<file path="config.mk">
export PLATFORM = sky130hd
export DESIGN_NAME = prog_clk_divider
export DESIGN_NICKNAME = d
export VERILOG_FILES = /design/src/rtl/prog_clk_divider.sv
export SDC_FILE = /design/constraint.sdc
export NUM_CORES = 1
export LEC_CHECK = 0
export BUFFER_PORTS_ARGS = -buffer_cell sky130_fd_sc_hd__clkbuf_2
export CORE_ASPECT_RATIO = 1.2
export CORE_MARGIN = 2
export CORE_UTILIZATION = 50
export CTS_CLUSTER_SIZE = 20
export DETAILED_ROUTE_END_ITERATION = 16
export GPL_TIMING_DRIVEN = 1
export PLACE_DENSITY = 0.66
export SLEW_MARGIN = 5
export SYNTH_ARGS = -nofsm -noshare
export SYNTH_HDL_FRONTEND = slang
export SYNTH_SLANG_ARGS = --single-unit
export TNS_END_PERCENT = 1
</file>
<file path="constraint.sdc">
create_clock -name clk -period 5.3 [get_ports clk]
set_clock_uncertainty 0.2 [all_clocks]
set_input_delay 0.265 -clock clk [delete_from_list [all_inputs] [get_ports clk]]
set_output_delay 0.265 -clock clk [all_outputs]
set_load 0.02 [all_outputs]
</file>
<file path="src/rtl/prog_clk_divider.sv">
// Multi-channel programmable clock divider with shadowed period/high-time
// configuration that takes effect only at a period boundary.
module prog_clk_divider #(
    parameter int unsigned NCH = 2,
    parameter int unsigned WIDTH = 32,
    parameter logic [WIDTH-1:0] DEF_DIV = WIDTH'(50000000),
    parameter logic [WIDTH-1:0] DEF_HIGH = DEF_DIV / 2,
    localparam int unsigned CW = (NCH > 1) ? $clog2(NCH) : 1
) (
    input  logic             clk,
    input  logic             rst,
    input  logic [NCH-1:0]   en,
    input  logic             cfg_valid,
    output logic             cfg_ready,
    input  logic [CW-1:0]    cfg_ch,
    input  logic [WIDTH-1:0] cfg_div,
    input  logic [WIDTH-1:0] cfg_high,
    output logic             cfg_err,
    output logic [NCH-1:0]   clk_div,
    output logic [NCH-1:0]   tick
);

    logic [NCH-1:0] pend_vec;
    logic           ch_ok;
    logic           illegal;
    logic           accept;
    logic           load;

    assign ch_ok = 32'(cfg_ch) < 32'(NCH);

    always_comb begin
        cfg_ready = 1'b1;
        for (int i = 0; i < NCH; i++) begin
            if (32'(cfg_ch) == 32'(i) && pend_vec[i]) begin
                cfg_ready = 1'b0;
            end
        end
    end

    assign illegal = (cfg_div < WIDTH'(2)) || (cfg_high == '0) ||
                     (cfg_high >= cfg_div) || !ch_ok;
    assign accept = cfg_valid && cfg_ready;
    assign load = accept && !illegal;

    always_ff @(posedge clk or negedge rst) begin
        if (!rst) begin
            cfg_err <= 1'b0;
        end else begin
            cfg_err <= accept && illegal;
        end
    end

    for (genvar i = 0; i < NCH; i++) begin : g_ch
        logic [WIDTH-1:0] div_q;
        logic [WIDTH-1:0] high_q;
        logic [WIDTH-1:0] div_sh;
        logic [WIDTH-1:0] high_sh;
        logic [WIDTH-1:0] cnt;
        logic [WIDTH-1:0] cnt_inc;
        logic             pend;
        logic             run;
        logic             clk_q;
        logic             tick_q;
        logic             start;
        logic             sel;

        assign cnt_inc = cnt + WIDTH'(1);
        // a new period begins either from idle or when the counter wraps
        assign start = !run || (cnt == div_q - WIDTH'(1));
        assign sel = load && (32'(cfg_ch) == 32'(i));
        assign pend_vec[i] = pend;
        assign clk_div[i] = clk_q;
        assign tick[i] = tick_q;

        always_ff @(posedge clk or negedge rst) begin
            if (!rst) begin
                div_q   <= DEF_DIV;
                high_q  <= DEF_HIGH;
                div_sh  <= DEF_DIV;
                high_sh <= DEF_HIGH;
                cnt     <= '0;
                pend    <= 1'b0;
                run     <= 1'b0;
                clk_q   <= 1'b0;
                tick_q  <= 1'b0;
            end else begin
                if (!en[i]) begin
                    cnt    <= '0;
                    run    <= 1'b0;
                    clk_q  <= 1'b0;
                    tick_q <= 1'b0;
                end else if (start) begin
                    run    <= 1'b1;
                    cnt    <= '0;
                    clk_q  <= 1'b1;
                    tick_q <= 1'b1;
                    if (pend) begin
                        div_q  <= div_sh;
                        high_q <= high_sh;
                        pend   <= 1'b0;
                    end
                end else begin
                    cnt    <= cnt_inc;
                    clk_q  <= cnt_inc < high_q;
                    tick_q <= 1'b0;
                end
                // only accepted when pend was clear, so never races the apply
                if (sel) begin
                    div_sh  <= cfg_div;
                    high_sh <= cfg_high;
                    pend    <= 1'b1;
                end
            end
        end
    end

endmodule

</file>
==> results.cfg <==
[outcome]
status = finished, final reports clean

[global_routing]
grt_pass1_wl_um = 86500
antenna_found_initial = 2
grt_usage_pct = 26.0
grt_pass1_vias = 15431
grt-ovfl-total = 0
grt_max_degree = 119

[cells_and_area]
fin_cells = 2586
final_layout_size_suffix_gt1_share_pct = 23.5
nNetsFinal = 2191
final_cell_mix = 231 x dfrtp_1, 132 x mux2_2, 109 x inv_1, 109 x nand2_1, 98 x ha_1
area_delta_synth_final_pct = 13.4
final_common_cell = dfrtp_1
utilization_pct = 57.3

[clocking]
cts.path.max_buffers = 3
cts_tree = done
htreeDepth = 2
post-cts-setup-buffer-count = 0
cts-buffers-inserted = 36
clk_latency_ns = 0.53
cts.sinks = 329
clk_pin_slew_ns = 0.07
post_cts_resized = 0
root_buffer = clkbuf_16

[pwr]
power.switching_mw = 3.14
ir_drop_mv = 0.210
sw_frac_of_total_pct = 33.1
clockPowerShare_pct = 26.5
p_comb_share_pct = 27.3
p_leak_nw = 10.1
power_density_mw_per_mm2 = 418
seqPwrFrac_pct = 46.2
p_int_mw = 6.33
finalPower_mw = 9.47

[sta]
fin_crit_ns = 4.55
rsz0062_at_grt = false
fmax_ghz = 0.220
whs_ns = 0.0412
finalSetupTns_ns = 0
worst_pin_slew_ns = 1.24
fin_crit_sh_pct = 85.9
final_hold_viol_count = 0
setup_violations = 0
max-slew-margin-rel_pct = 17.3
drv_slew = 0

[floorplan]
fp.coreArea_mm2 = 0.0395
num_io_pins = 76
fp.dieW_um = 186
rows = 80
initial_utilization_pct = 50.5
die-height_um = 223
dieArea_mm2 = 0.0416

[worst_hold_path]
hp-class = input pin to register

[synthesis]
synthMuxAreaShare_pct = 12.3
synthesis.area_mm2 = 0.0200
synth_compound_area_share_pct = 11.4
yosys-top-cells-area = dfrtp_1 29%, dfstp_2 13%, mux2_2 7.4%
ys_async_sr_fraction_pct = 100
synthCells = 1940
synth_xor_area_share_pct = 6.10
synthFlopType = dfrtp_1
synth_area_per_cell_um2 = 10.3
synth_top_area_share_pct = 29.2
synth_cell_type_count = 79
synth_top_family_by_area = simple AND/OR/NAND/NOR gates
synth_warnings = 0
synth_seq_cells = 329
yosysTopAreaCell = dfrtp_1
synthSimpleGateAreaFrac_pct = 17.5
synthAdderAreaFrac_pct = 6.14
synth_fp_nets = 2108
synth_edf_count = 0
yosysSeqAreaShare_pct = 41.8

[critical_path]
r2r_setup_slack_ns = 0.75
cp_max_fo = 34
critPathCaptureType = register
cp-start-kind = register
path_class = register to register
required_ns = 5.51
crit_arrival_ns = 4.76

[drt]
routed_wirelength_um = 54000
drc_errors = 0
wl_per_cell_um = 20.9
viasPerCell = 6.05
antenna_left = 0
firstDrtPassIters = 5
drt-initial-drc-count = 1245
vias = 15633

[placed_design]
gp_congestion = 0.878
place_inst = 2450
hpwl_um = 37000
portBuffers = 75

[flow_run]
maxCapViolCount = 0
-- metrics by stage --
| stage | cell area, µm² | worst slack (ns) |
|---|---|---|
| after floorplan | 20000 | 1.12 |
| after global placement | 20800 | 0.938 |
| after detailed placement | 20800 | 0.810 |
| after CTS | 22600 | 0.782 |
| after global routing | 22600 | 0.533 |
| final | 22600 | 0.746 |
-- cells in the mapped netlist, drive strengths merged, types with 21 or more instances --
master,n
nand4,36
o211ai,70
nor3b,61
ha,98
nor2,57
dfrtp,233
nor3,25
clkbuf,94
inv,109
a21oi,67
dfstp,96
xnor2,83
a31oi,68
nor4,44
nand3,95
mux2,192
xor2,56
and3,87
nand2,109
o21ai,21
a21o,24
a21boi,32
buf,28
-- what timing repair did --
item / 4_1_cts / 5_1_grt
hold endpoints to repair: 207 / 0
hold buffers: 68 / 0
setup endpoints to repair: 0 / 0
-- worst max-delay path, stage by stage (launching register included) --
cell and delay, ns:
dfrtp_1 0.44, nor4_1 0.89, nand4_2 0.14, buf_4 0.22, or3_1 0.40, or4b_1 0.58
a22oi_2 0.19, o211ai_2 0.17, o41ai_4 0.47, buf_12 0.31, mux2_2 0.37
-- power groups by stage --
| stage | Sequential (mW) | Clock [mW] | Combinational, mW |
|---|---|---|---|
| after floorplan | 3.98 | 0 | 2.11 |
| after global placement | 4.34 | 0 | 2.43 |
| after detailed placement | 4.38 | 0 | 2.53 |
| after CTS | 4.35 | 2.55 | 2.59 |
| after global routing | 4.50 | 2.67 | 2.87 |
| final | 4.38 | 2.50 | 2.59 |
-- cell families (layout without fill, tap and decap cells) --
family | Yosys count | count (layout)
simple gates | 609 | 609
compound gates | 335 | 335
flops | 329 | 329
buf+inv | 232 | 343
mux | 198 | 198
xor+xnor | 139 | 139
fa+ha+maj | 98 | 98
other cells | 0 | 2
-- routing by layer --
layer,GRT usage [%],vias up,part of all wire (%)
met5,0,-,0
met4,9.29,0,3.4
met3,3.07,130,4.7
met2,43.9,464,49
met1,34.7,7774,42
li1,-,7265,-
-- path summary, 6_finish.rpt --
check,start,endpoint,cells past startpoint
hold reg to reg,g_ch[0].div_sh[30],g_ch[0].div_q[30],1
hold / removal,cfg_ch,cfg_err,3
min in group asynchronous,rst,g_ch[0].high_q[25],2
setup reg to reg,g_ch[0].div_q[5],g_ch[0].high_q[3],10
max in group asynchronous,rst,g_ch[1].pend,3
setup / recovery,g_ch[0].div_q[5],g_ch[0].high_q[3],10
-- state kept, by name (all words and copies together), names as in the netlist --
| name | count |
|---|---|
| g_ch.high_sh | 64 |
| g_ch.run | 2 |
| g_ch.div_sh | 64 |
| g_ch.cnt | 64 |
| g_ch.high_q | 64 |
| g_ch.clk_q | 2 |
| cfg_err | 1 |
| g_ch.div_q | 64 |
| g_ch.tick_q | 2 |
| g_ch.pend | 2 |
-- final cells by class --
cell class | instances | area (µm²)
Fill cell | 3347 | 16900
Multi-Input combinational cell | 1379 | 10700
Sequential cell | 329 | 8360
Timing Repair Buffer | 167 | 1320
Clock buffer | 51 | 1080
Tap cell | 533 | 667
Inverter | 110 | 413
Clock inverter | 15 | 101
Antenna cell | 2 | 5.00
Note: power is estimated with default switching activity, not from simulation.
